### src/rtl/mem_arb_pkg.sv
// rtl/mem_arb_pkg.sv - shared types and constants for the memory port arbiter
//
// Purpose: arbiter state encoding, default parameter values and the data
// value returned to the pipeline when a memory access is aborted by timeout.
// Ports: none (package).

package mem_arb_pkg;

  typedef enum logic [2:0] {
    IDLE,
    BUSY_I,
    BUSY_D,
    DONE_I,
    DONE_D
  } arb_state_e;

  localparam int TIMEOUT_DEFAULT    = 255;
  localparam int STARVE_MAX_DEFAULT = 4;

  localparam logic [31:0] TIMEOUT_FILL = 32'h0000_0000;

endpackage

### src/rtl/mem_arb_watchdog.sv
// rtl/mem_arb_watchdog.sv - BUSY-cycle watchdog for the memory port arbiter
//
// Purpose: counts cycles spent waiting on memory and flags the cycle in which
// the wait budget is used up.
// Ports:
//   clk     - clock
//   reset   - synchronous active-high reset
//   clear   - restart the count (asserted on entry to a memory access)
//   enable  - a waiting cycle is in progress
//   expired - this enabled cycle is the TIMEOUT-th one

module mem_arb_watchdog #(
  parameter int TIMEOUT = 255
) (
  input  logic clk,
  input  logic reset,
  input  logic clear,
  input  logic enable,
  output logic expired
);

  localparam int CW = $clog2(TIMEOUT + 1);

  logic [CW-1:0] count_q, count_d;

  // count_q holds the number of enabled cycles already completed, so the
  // current cycle is number count_q+1; saturation keeps the count from
  // wrapping if enable is left high.
  always_comb begin
    count_d = count_q;
    if (clear) begin
      count_d = '0;
    end else if (enable && (count_q != CW'(TIMEOUT))) begin
      count_d = count_q + CW'(1);
    end
  end

  always_ff @(posedge clk) begin
    if (reset) begin
      count_q <= '0;
    end else begin
      count_q <= count_d;
    end
  end

  assign expired = enable && (count_q == CW'(TIMEOUT - 1));

endmodule

### src/rtl/mem_port_arbiter.sv
// rtl/mem_port_arbiter.sv - fetch/data arbiter onto a single memory port
//
// Purpose: shares one memory port between instruction fetch and data access,
// with data priority bounded by a starvation counter and a watchdog that
// releases the pipeline if memory never answers.
// Ports:
//   clk, reset                     - clock, synchronous active-high reset
//   InstrReqF, PCF                 - fetch request and address
//   InstrF, InstrValidF            - fetched word and completion pulse
//   DataReqM, DataWeM              - data request and write enable
//   DataAddrM, DataWdM             - data address and write data
//   DataRdM, DataValidM            - read data and completion pulse
//   MemReq, MemWe, MemAddr, MemWd  - memory request side
//   MemRd, MemReady                - memory response side
//   StallIF, StallMem              - stalls to the hazard unit
//   ErrTimeout                     - sticky memory timeout flag

module mem_port_arbiter
  import mem_arb_pkg::*;
#(
  parameter int TIMEOUT    = TIMEOUT_DEFAULT,
  parameter int STARVE_MAX = STARVE_MAX_DEFAULT
) (
  input  logic        clk,
  input  logic        reset,
  input  logic        InstrReqF,
  input  logic [31:0] PCF,
  output logic [31:0] InstrF,
  output logic        InstrValidF,
  input  logic        DataReqM,
  input  logic        DataWeM,
  input  logic [31:0] DataAddrM,
  input  logic [31:0] DataWdM,
  output logic [31:0] DataRdM,
  output logic        DataValidM,
  output logic        MemReq,
  output logic        MemWe,
  output logic [31:0] MemAddr,
  output logic [31:0] MemWd,
  input  logic [31:0] MemRd,
  input  logic        MemReady,
  output logic        StallIF,
  output logic        StallMem,
  output logic        ErrTimeout
);

  localparam int SW = $clog2(STARVE_MAX + 1);
  localparam logic [SW-1:0] STARVE_LIMIT = SW'(STARVE_MAX);

  arb_state_e    state_q, state_d;
  logic [31:0]   addr_q, addr_d;
  logic [31:0]   wd_q, wd_d;
  logic [31:0]   instr_q, instr_d;
  logic [31:0]   rd_q, rd_d;
  logic          we_q, we_d;
  logic          err_q, err_d;
  logic [SW-1:0] starve_q, starve_d;

  logic busy;
  logic fetch_starved;
  logic grant_data;
  logic grant_fetch;
  logic wdog_clear;
  logic wdog_expired;

  assign busy          = (state_q == BUSY_I) || (state_q == BUSY_D);
  // Data normally wins a tie; once the fetch has lost STARVE_MAX ties in a
  // row it is given the port.
  assign fetch_starved = InstrReqF && (starve_q == STARVE_LIMIT);
  assign grant_data    = DataReqM && !fetch_starved;
  assign grant_fetch   = InstrReqF && !grant_data;

  mem_arb_watchdog #(
    .TIMEOUT(TIMEOUT)
  ) u_watchdog (
    .clk    (clk),
    .reset  (reset),
    .clear  (wdog_clear),
    .enable (busy),
    .expired(wdog_expired)
  );

  always_comb begin
    state_d    = state_q;
    addr_d     = addr_q;
    wd_d       = wd_q;
    we_d       = we_q;
    instr_d    = instr_q;
    rd_d       = rd_q;
    err_d      = err_q;
    starve_d   = starve_q;
    wdog_clear = 1'b0;

    unique case (state_q)
      IDLE: begin
        if (grant_data) begin
          state_d    = BUSY_D;
          addr_d     = DataAddrM;
          we_d       = DataWeM;
          wd_d       = DataWdM;
          wdog_clear = 1'b1;
          if (InstrReqF && (starve_q != STARVE_LIMIT)) begin
            starve_d = starve_q + SW'(1);
          end
        end else if (grant_fetch) begin
          state_d    = BUSY_I;
          addr_d     = PCF;
          we_d       = 1'b0;
          wd_d       = 32'h0000_0000;
          starve_d   = '0;
          wdog_clear = 1'b1;
        end
      end
      // MemReady is checked before the watchdog so a response arriving in
      // the last allowed cycle is taken as a normal completion.
      BUSY_I: begin
        if (MemReady) begin
          instr_d = MemRd;
          state_d = DONE_I;
        end else if (wdog_expired) begin
          instr_d = TIMEOUT_FILL;
          err_d   = 1'b1;
          state_d = DONE_I;
        end
      end
      BUSY_D: begin
        if (MemReady) begin
          if (!we_q) begin
            rd_d = MemRd;
          end
          state_d = DONE_D;
        end else if (wdog_expired) begin
          if (!we_q) begin
            rd_d = TIMEOUT_FILL;
          end
          err_d   = 1'b1;
          state_d = DONE_D;
        end
      end
      DONE_I, DONE_D: begin
        state_d = IDLE;
      end
      default: begin
        state_d = IDLE;
      end
    endcase
  end

  always_ff @(posedge clk) begin
    if (reset) begin
      state_q  <= IDLE;
      addr_q   <= 32'h0000_0000;
      wd_q     <= 32'h0000_0000;
      we_q     <= 1'b0;
      instr_q  <= 32'h0000_0000;
      rd_q     <= 32'h0000_0000;
      err_q    <= 1'b0;
      starve_q <= '0;
    end else begin
      state_q  <= state_d;
      addr_q   <= addr_d;
      wd_q     <= wd_d;
      we_q     <= we_d;
      instr_q  <= instr_d;
      rd_q     <= rd_d;
      err_q    <= err_d;
      starve_q <= starve_d;
    end
  end

  assign MemReq      = busy;
  assign MemWe       = we_q;
  assign MemAddr     = addr_q;
  assign MemWd       = wd_q;
  assign InstrF      = instr_q;
  assign DataRdM     = rd_q;
  assign InstrValidF = (state_q == DONE_I);
  assign DataValidM  = (state_q == DONE_D);
  assign StallIF     = InstrReqF && (state_q != DONE_I);
  assign StallMem    = DataReqM && (state_q != DONE_D);
  assign ErrTimeout  = err_q;

endmodule

### config.mk
export PLATFORM = sky130hd
export DESIGN_NAME = mem_port_arbiter
export DESIGN_NICKNAME = d
export VERILOG_FILES = /design/src/rtl/mem_arb_pkg.sv /design/src/rtl/mem_arb_watchdog.sv /design/src/rtl/mem_port_arbiter.sv
export SDC_FILE = /design/constraint.sdc
export NUM_CORES = 1
export LEC_CHECK = 0
export BUFFER_PORTS_ARGS = -buffer_cell sky130_fd_sc_hd__buf_4
export CORE_MARGIN = 2
export CORE_UTILIZATION = 48
export CTS_CLUSTER_DIAMETER = 40
export DETAILED_ROUTE_END_ITERATION = 10
export PLACE_DENSITY = 0.85
export SLEW_MARGIN = 20
export SYNTH_ARGS = -nofsm -noshare
export SYNTH_HDL_FRONTEND = slang
export SYNTH_HIERARCHICAL = 1
export SYNTH_SLANG_ARGS = --single-unit
### constraint.sdc
create_clock -name clk -period 2.86 [get_ports clk]
set_input_delay 0.143 -clock clk [delete_from_list [all_inputs] [get_ports clk]]
set_output_delay 0.143 -clock clk [all_outputs]
set_load 0.02 [all_outputs]
==> results.py, run 1 <==
metrics = {
    "status": {
        "run_status": "completed",
    },
    "place": {
        "detailedPlacementHpwl_um": 13100,
        "place_inst": 1116,
        "gp_congestion": 0.829,
        "portBuffers": 268,
    },
    "worst_setup_path": {
        "crit_arrival_ps": 2720,
        "register_to_register_path_setup_slack_ps": 440,
        "crit_chain": "inv_1 > and2_1 > nand2_1 > nor3_1 > nor2_4 > buf_4 > o21ai_0 > a21oi_1",
        "timing.critical_path.to_type": "flip-flop",
        "worst_setup_path_start_kind": "flip-flop",
        "timing.critical_path.buf_inv": 2,
        "slowest_stage_cell_crit_path": "sky130_fd_sc_hd__nor3_1",
        "crit_fanout": 36,
        "timing.critical_path.max_delay_family": "simple AND/OR/NAND/NOR gates",
        "timing.setup.critical_path_class": "flip-flop to flip-flop",
        "crit_path_max_incr_delay_ps": 490,
        "crit_required_ps": 3160,
    },
    "layout": {
        "layout.cells.non_filler": 1196,
        "fillers": 931,
        "drive_gt1_share_pct": 33.3,
        "total_inserted_antenna_cells": 0,
        "multi_input_comb_area_um2": 2930,
        "layout.area.seq_um2": 2880,
        "layout-area-overhead-vs-synth_pct": 49.0,
        "nets": 1149,
    },
    "clock_network": {
        "cts_tree": "yes",
        "tritoncts.num_buffers": 17,
        "max-clock-path-buffers": 2,
        "post-cts-setup-buffer-count": 0,
        "cts.sink_count": 144,
        "clk_latency_ps": 420,
        "cts_htree_levels": 4,
        "ctsRootBufferMaster": "sky130_fd_sc_hd__clkbuf_16",
        "clk_pin_slew_ps": 60,
    },
    "sta": {
        "number_of_endpoints_failing_setup_at_the_final_stage": 0,
        "fin_tns_setup_ps": 0,
        "finalHoldViolations": 0,
        "slew_headroom_pct": 52.0,
        "worst_clock_skew_ps": 9.52,
        "finalHoldWorstSlack_ps": 19.2,
        "worst_pin_slew_ps": 721,
        "grt_setup_unrepaired": "false",
        "slew_violations": 0,
        "max_freq_mhz": 413,
        "post_layout_min_period_ps": 2420,
        "timing.final.crit_share_pct": 84.6,
    },
    "global_routing": {
        "grt.overflow.total": 0,
        "antenna_found_initial": 0,
        "grtUsageTotal_pct": 29.6,
        "first_pass_grt_wire_length_um": 33400,
        "grt_start_max_net_pins": 67,
        "grt_pass1_vias": 6605,
    },
    "drt": {
        "wl_um": 21400,
        "uppermost_layer_routed": "met4",
        "drt-initial-drc-count": 839,
        "ant_nets": 0,
        "overall_via_count_from_detail_route": 7063,
        "drt-pass1-iter-count": 5,
        "post_drt_via_cell_ratio": 5.91,
        "detailed_route_drc_error_count": 0,
        "detail_route.wl_per_cell_um": 17.9,
        "met2_wirelength_um": 10600,
        "wl_met1_um": 8260,
        "met3_wirelength_um": 1840,
    },
    "logic_synthesis": {
        "synth.area.mux_share_pct": 0.481,
        "synthSimpleGateAreaFrac_pct": 16.5,
        "synth-seq-cells": 144,
        "syn_area_per_cell_um2": 8.38,
        "yosysSeqAreaShare_pct": 46.2,
        "synth_edf_count": 0,
        "async_reset_ff_share_pct": 0,
        "compound_gate_fraction_of_synth_area_pct": 28.5,
        "synth_top_family_by_area": "compound AO/OA/AOI/OAI gates",
        "synth_cell_types": 50,
        "synth_nets": 883,
        "share_of_synthesized_cell_area_in_full_adder_half_adder_and_majority_cells_pct": 0.801,
        "synthCells": 745,
        "synthXorXnorAreaFrac_pct": 0.140,
        "synth_area_um2": 6240,
        "ys.warnings.count": 6,
        "synth_flop_cell": "sky130_fd_sc_hd__dfxtp_1",
    },
    "floorplanning": {
        "design.die.area_um2": 13900,
        "floorplan.die.width_um": 118,
        "die-height_um": 118,
        "io_pins": 269,
        "num_rows": 41,
        "floorplan.core_area_um2": 12700,
        "initial_core_util_pct": 49.3,
    },
    "job": {
        "max_cap_violations": 0,
    },
    "power_and_ir_drop": {
        "vdd_drop_max_mv": 0.421,
        "totalPowerFinal_mw": 6.57,
        "leakagePower_nw": 3.76,
        "power_density_nw_per_um2": 706,
    },
    "min_path": {
        "hold_path.class": "primary input to flip-flop",
    },
}
==> worst reg2reg max path, stage by stage, from the launching register on <==
cell                      delay (ps)
sky130_fd_sc_hd__dfxtp_1         480
sky130_fd_sc_hd__inv_1           200
sky130_fd_sc_hd__and2_1          300
sky130_fd_sc_hd__nand2_1          80
sky130_fd_sc_hd__nor3_1          490
sky130_fd_sc_hd__nor2_4           80
sky130_fd_sc_hd__buf_4           280
sky130_fd_sc_hd__o21ai_0         280
sky130_fd_sc_hd__a21oi_1         120
==> cells by family (layout without fill, tap and decap cells) <==
logic type / count (synthesis) / after routing
buffers and inverters: 97 / 376
adder cells (fa/ha/maj): 4 / 4
AND/OR/NAND/NOR: 185 / 185
multiplexers: 3 / 3
flip-flops: 144 / 144
AO/OA/AOI/OAI: 311 / 311
XOR/XNOR: 1 / 1
==> cells in the mapped netlist (all sizes together), types with 2 or more instances <==
| cell | n | area, um^2 |
|---|---|---|
| a2111oi | 2 | 42.5 |
| nor4 | 4 | 31.3 |
| nand3 | 69 | 355 |
| nor4b | 2 | 32.5 |
| a31oi | 2 | 12.5 |
| ha | 4 | 50.1 |
| a311oi | 32 | 280 |
| o21a | 2 | 15.0 |
| clkbuf | 41 | 155 |
| buf | 45 | 270 |
| or3 | 3 | 18.8 |
| inv | 11 | 41.3 |
| a211oi | 4 | 30.0 |
| nand2b | 2 | 12.5 |
| nor3 | 7 | 40.0 |
| and2 | 2 | 12.5 |
| nor2 | 8 | 42.5 |
| nand2 | 40 | 150 |
| mux2i | 3 | 30.0 |
| or4b | 2 | 27.5 |
| o21ai | 131 | 678 |
| dfxtp | 144 | 2880 |
| and3 | 2 | 12.5 |
| nand4 | 37 | 231 |
| and4 | 2 | 22.5 |
| or2 | 2 | 12.5 |
| a21oi | 132 | 661 |
==> routing by layer <==
metal	GRT usage [%]	vias up
met4	14.7	0
met5	0	-
met3	8.19	64
met2	50.0	397
met1	34.2	3307
li1	-	3295
==> cells in the final DEF, fill, tap and decap left out, types with 2 or more instances in the layout <==
| cell | synthesis | routed |
|---|---|---|
| sky130_fd_sc_hd__nor2_1 | 5 | 5 |
| sky130_fd_sc_hd__a21oi_1 | 132 | 132 |
| sky130_fd_sc_hd__o21a_1 | 2 | 2 |
| sky130_fd_sc_hd__buf_4 | 6 | 284 |
| sky130_fd_sc_hd__or4b_4 | 2 | 2 |
| sky130_fd_sc_hd__nand4_1 | 37 | 37 |
| sky130_fd_sc_hd__clkinv_2 | 0 | 3 |
| sky130_fd_sc_hd__and3_1 | 2 | 2 |
| sky130_fd_sc_hd__inv_1 | 11 | 11 |
| sky130_fd_sc_hd__nand3_2 | 2 | 3 |
| sky130_fd_sc_hd__clkinv_4 | 0 | 2 |
| sky130_fd_sc_hd__nor4_1 | 3 | 3 |
| sky130_fd_sc_hd__dlygate4sd3_1 | 0 | 48 |
| sky130_fd_sc_hd__o21ai_2 | 6 | 6 |
| sky130_fd_sc_hd__and2_1 | 2 | 2 |
| sky130_fd_sc_hd__or3_1 | 3 | 3 |
| sky130_fd_sc_hd__bufinv_16 | 0 | 3 |
| sky130_fd_sc_hd__nor3_1 | 6 | 6 |
| sky130_fd_sc_hd__nand2b_1 | 2 | 2 |
| sky130_fd_sc_hd__nand2_1 | 40 | 40 |
| sky130_fd_sc_hd__dfxtp_1 | 144 | 144 |
| sky130_fd_sc_hd__a311oi_1 | 32 | 32 |
| sky130_fd_sc_hd__and4_4 | 2 | 2 |
| sky130_fd_sc_hd__or2_2 | 2 | 2 |
| sky130_fd_sc_hd__o21ai_0 | 87 | 87 |
| sky130_fd_sc_hd__nor2_4 | 1 | 2 |
| sky130_fd_sc_hd__a211oi_1 | 4 | 4 |
| sky130_fd_sc_hd__a31oi_1 | 2 | 2 |
| sky130_fd_sc_hd__o21ai_1 | 38 | 38 |
| sky130_fd_sc_hd__clkbuf_16 | 0 | 17 |
| sky130_fd_sc_hd__ha_1 | 4 | 4 |
| sky130_fd_sc_hd__nand3_1 | 67 | 66 |
| sky130_fd_sc_hd__clkinvlp_4 | 0 | 4 |
| sky130_fd_sc_hd__mux2i_1 | 3 | 3 |
==> sequential cells by signal (all words and copies together) (netlist names) <==
name,cells
state_q,3
InstrF,32
u_watchdog/count_q,8
MemWe,1
starve_q,3
MemWd,32
ErrTimeout,1
DataRdM,32
MemAddr,32
==> through the flow <==
step	instance area (um^2)	utilization (%)	setup WS, ps
floorplan	6240	-	340
global placement	8220	64.9	677
detailed placement	8220	64.9	546
CTS	9300	73.4	527
global route	9300	73.4	342
finish	9300	73.4	441
==> worst paths after layout <==
kind	cells past startpoint	to	from
hold / removal	3	MemAddr[13]$_SDFFE_PP0P_	PCF[13]
hold reg to reg	2	DataRdM[2]$_SDFFE_PP0P_	DataRdM[2]$_SDFFE_PP0P_
setup / recovery	8	InstrF[19]$_SDFFE_PP0P_	state_q[2]$_SDFFE_PP0P_
setup reg to reg	8	InstrF[19]$_SDFFE_PP0P_	state_q[2]$_SDFFE_PP0P_
==> what timing repair did <==
action,in CTS,in global routing
hold buffers,48,0
gates resized for setup,0,0
endpoints found under the hold margin,57,0
==> area by class of cell <==
cell class	instances	area share [%]
clock buffer	19	4.76
clock inverter	13	1.74
inverter	11	0.444
multi-input combinational	504	31.5
sequential	144	31.0
tap	172	2.31
timing repair buffer	333	28.3
==> where the power goes <==
group | total, mW | internal, mW | switching (mW)
logic | 1.92 | 0.772 | 1.15
registers | 2.38 | 2.24 | 0.137
clock network | 2.27 | 1.39 | 0.871
(Power assumes the default switching activity.)
==> run 2, diff against run 1 <==
--- a/config.mk
+++ b/config.mk
@@ -7,10 +7,10 @@
 export LEC_CHECK = 0
 export BUFFER_PORTS_ARGS = -buffer_cell sky130_fd_sc_hd__buf_4
 export CORE_MARGIN = 2
-export CORE_UTILIZATION = 48
+export CORE_UTILIZATION = 43
 export CTS_CLUSTER_DIAMETER = 40
 export DETAILED_ROUTE_END_ITERATION = 10
-export PLACE_DENSITY = 0.85
+export PLACE_DENSITY = 0.8
 export SLEW_MARGIN = 20
 export SYNTH_ARGS = -nofsm -noshare
 export SYNTH_HDL_FRONTEND = slang
==> constraint.sdc (replaced) <==
create_clock -name clk -period 2.17 [get_ports clk]
set_input_delay 0.1085 -clock clk [delete_from_list [all_inputs] [get_ports clk]]
set_output_delay 0.1085 -clock clk [all_outputs]
set_load 0.02 [all_outputs]
==> run 2 against run 1 <==
Net effect:
- flip-flop and latch count did not move
- die area is 11% higher
- design area up 10%
- sequential share of layout area fell by 2.9 points
- largest cell class is now buffers
==> results.py, run 2 (synthesis gave the netlist of run 1 again) <==
metrics = {
    "global_routing": {
        "globalRouteMet1Util_pct": 36.3,
        "first_pass_grt_wire_length_um": 38800,
        "grt_start_max_net_pins": 67,
        "grt_pass1_vias": 7497,
        "grt.overflow.total": 0,
        "met2_grt_util_pct": 49.6,
        "antenna_found_initial": 0,
        "grtUsageTotal_pct": 30.4,
        "globalRoute.busiestLayer": "met2",
        "use_met3_pct": 9.15,
    },
    "layout": {
        "layout-area-overhead-vs-synth_pct": 64.3,
        "fillers": 999,
        "drive_gt1_share_pct": 31.6,
        "layout.area.seq_um2": 2880,
        "finalCoreUtilization_pct": 71.4,
        "mostFrequentLayoutCells": "sky130_fd_sc_hd__buf_4, sky130_fd_sc_hd__dfxtp_1, sky130_fd_sc_hd__a21oi_1",
        "stdcell_area_um2": 10300,
        "multi_input_comb_area_um2": 2940,
        "nets": 1228,
        "layout.cells.most_common": "sky130_fd_sc_hd__buf_4",
        "total_inserted_antenna_cells": 0,
    },
    "sta": {
        "finalHoldViolations": 0,
        "post_layout_min_period_ps": 1950,
        "max_freq_mhz": 512,
        "worst_pin_slew_ps": 652,
        "fin_tns_setup_ps": 0,
        "timing.final.crit_share_pct": 90.0,
        "finalHoldWorstSlack_ps": 16.3,
        "number_of_endpoints_failing_setup_at_the_final_stage": 0,
        "worst_clock_skew_ps": 9.20,
        "slew_violations": 0,
        "grt_setup_unrepaired": "false",
        "slew_headroom_pct": 56.5,
    },
    "drt": {
        "ant_nets": 0,
        "drt-initial-drc-count": 737,
        "detailed_route_drc_error_count": 0,
        "post_drt_via_cell_ratio": 5.90,
        "overall_via_count_from_detail_route": 7587,
        "drt-pass1-iter-count": 5,
        "detail_route.wl_per_cell_um": 18.7,
        "wl_um": 24100,
    },
    "clock_network": {
        "post-cts-setup-buffer-count": 0,
        "tritoncts.num_buffers": 17,
        "ctsHoldBuffers": 123,
        "cts_tree": "yes",
        "cts_resized": 0,
        "max-clock-path-buffers": 2,
        "clk_pin_slew_ps": 60,
        "cts_htree_levels": 4,
        "clk_latency_ps": 410,
        "cts.sink_count": 144,
        "ctsRootBufferMaster": "sky130_fd_sc_hd__clkbuf_16",
    },
    "worst_setup_path": {
        "crit_arrival_ps": 2240,
        "timing.setup.critical_path_class": "flip-flop to flip-flop",
        "slowest_stage_cell_crit_path": "sky130_fd_sc_hd__and3_1",
        "crit_fanout": 11,
        "crit_path_max_incr_delay_ps": 510,
        "crit_chain": "inv_1 > ha_1 > and3_1 > buf_4 > o21ai_0 > a311oi_1",
        "timing.critical_path.buf_inv": 2,
        "timing.critical_path.max_delay_family": "simple AND/OR/NAND/NOR gates",
        "crit_required_ps": 2460,
        "timing.critical_path.to_type": "flip-flop",
        "worst_setup_path_start_kind": "flip-flop",
    },
    "place": {
        "gp_congestion": 0.846,
        "portBuffers": 268,
        "detailedPlacementHpwl_um": 13200,
        "postPlaceCellArea_um2": 8340,
    },
    "floorplanning": {
        "num_rows": 44,
        "floorplan.die.width_um": 125,
        "initial_core_util_pct": 43.5,
        "design.die.area_um2": 15500,
        "floorplan.core_area_um2": 14400,
        "die-height_um": 125,
        "io_pins": 269,
    },
    "power_and_ir_drop": {
        "power_density_nw_per_um2": 908,
        "totalPowerFinal_mw": 9.31,
        "leakagePower_nw": 4.17,
        "vdd_drop_max_mv": 0.618,
    },
    "min_path": {
        "hold_path.class": "primary input to flip-flop",
    },
    "status": {
        "run_status": "completed",
    },
    "job": {
        "max_cap_violations": 0,
    },
}
[run 2: changes by cell type in the layout (fill, tap and decap cells not counted), moves of 3 or more]
cell                            before  now
sky130_fd_sc_hd__buf_12              1    6
sky130_fd_sc_hd__dlygate4sd3_1      48  123
sky130_fd_sc_hd__clkinvlp_4          4    1
sky130_fd_sc_hd__bufinv_16           3    6
[run 2: final timing paths]
path,startpoint,endpoint,slack (ps),cells after the start
worst max-delay path,starve_q[0]$_SDFFE_PP0P_,MemAddr[13]$_SDFFE_PP0P_,220,6
worst min register to register,DataRdM[1]$_SDFFE_PP0P_,DataRdM[1]$_SDFFE_PP0P_,460,2
worst min-delay path,DataAddrM[28],MemAddr[28]$_SDFFE_PP0P_,20,3
worst max register to register,starve_q[0]$_SDFFE_PP0P_,MemAddr[13]$_SDFFE_PP0P_,220,6
[run 2: where the power goes]
group	switching (mW)	internal (mW)	total, mW	leakage [nW]
Clock	1.16	2.22	3.38	0.334
Sequential	0.196	2.96	3.15	1.18
Combinational	1.62	1.16	2.78	2.66
Total	2.97	6.34	9.31	4.17
[run 2: worst reg2reg max path, stage by stage (launching register included)]
cell and delay, ps:
sky130_fd_sc_hd__dfxtp_1 330, sky130_fd_sc_hd__inv_1 80, sky130_fd_sc_hd__ha_1 190, sky130_fd_sc_hd__and3_1 510, sky130_fd_sc_hd__buf_4 230, sky130_fd_sc_hd__o21ai_0 120, sky130_fd_sc_hd__a311oi_1 370
[run 2: area by class of cell]
class	count	area share, %
clock buffer	19	4.42
clock inverter	13	2.27
inverter	11	0.403
multi-input combinational	504	28.7
sequential	144	28.1
tap	184	2.24
timing repair buffer	412	33.9
[run 2: layer usage]
| metal | up-vias | wire length, um | part of all wire, % |
|---|---|---|---|
| li1 | 3442 | - | - |
| met1 | 3519 | 9000 | 37 |
| met2 | 528 | 11600 | 48 |
| met3 | 98 | 2440 | 10 |
| met4 | 0 | 1060 | 4.4 |
| met5 | - | 0 | 0 |
[run 2: per-stage QoR]
stage / cells / worst slack, ps
final: 1287 / 217
after global routing: 1287 / 50.7
after CTS: 1287 / 214
after detailed placement: 1132 / 243
after global placement: 1132 / 311
after floorplan: 745 / 43.4
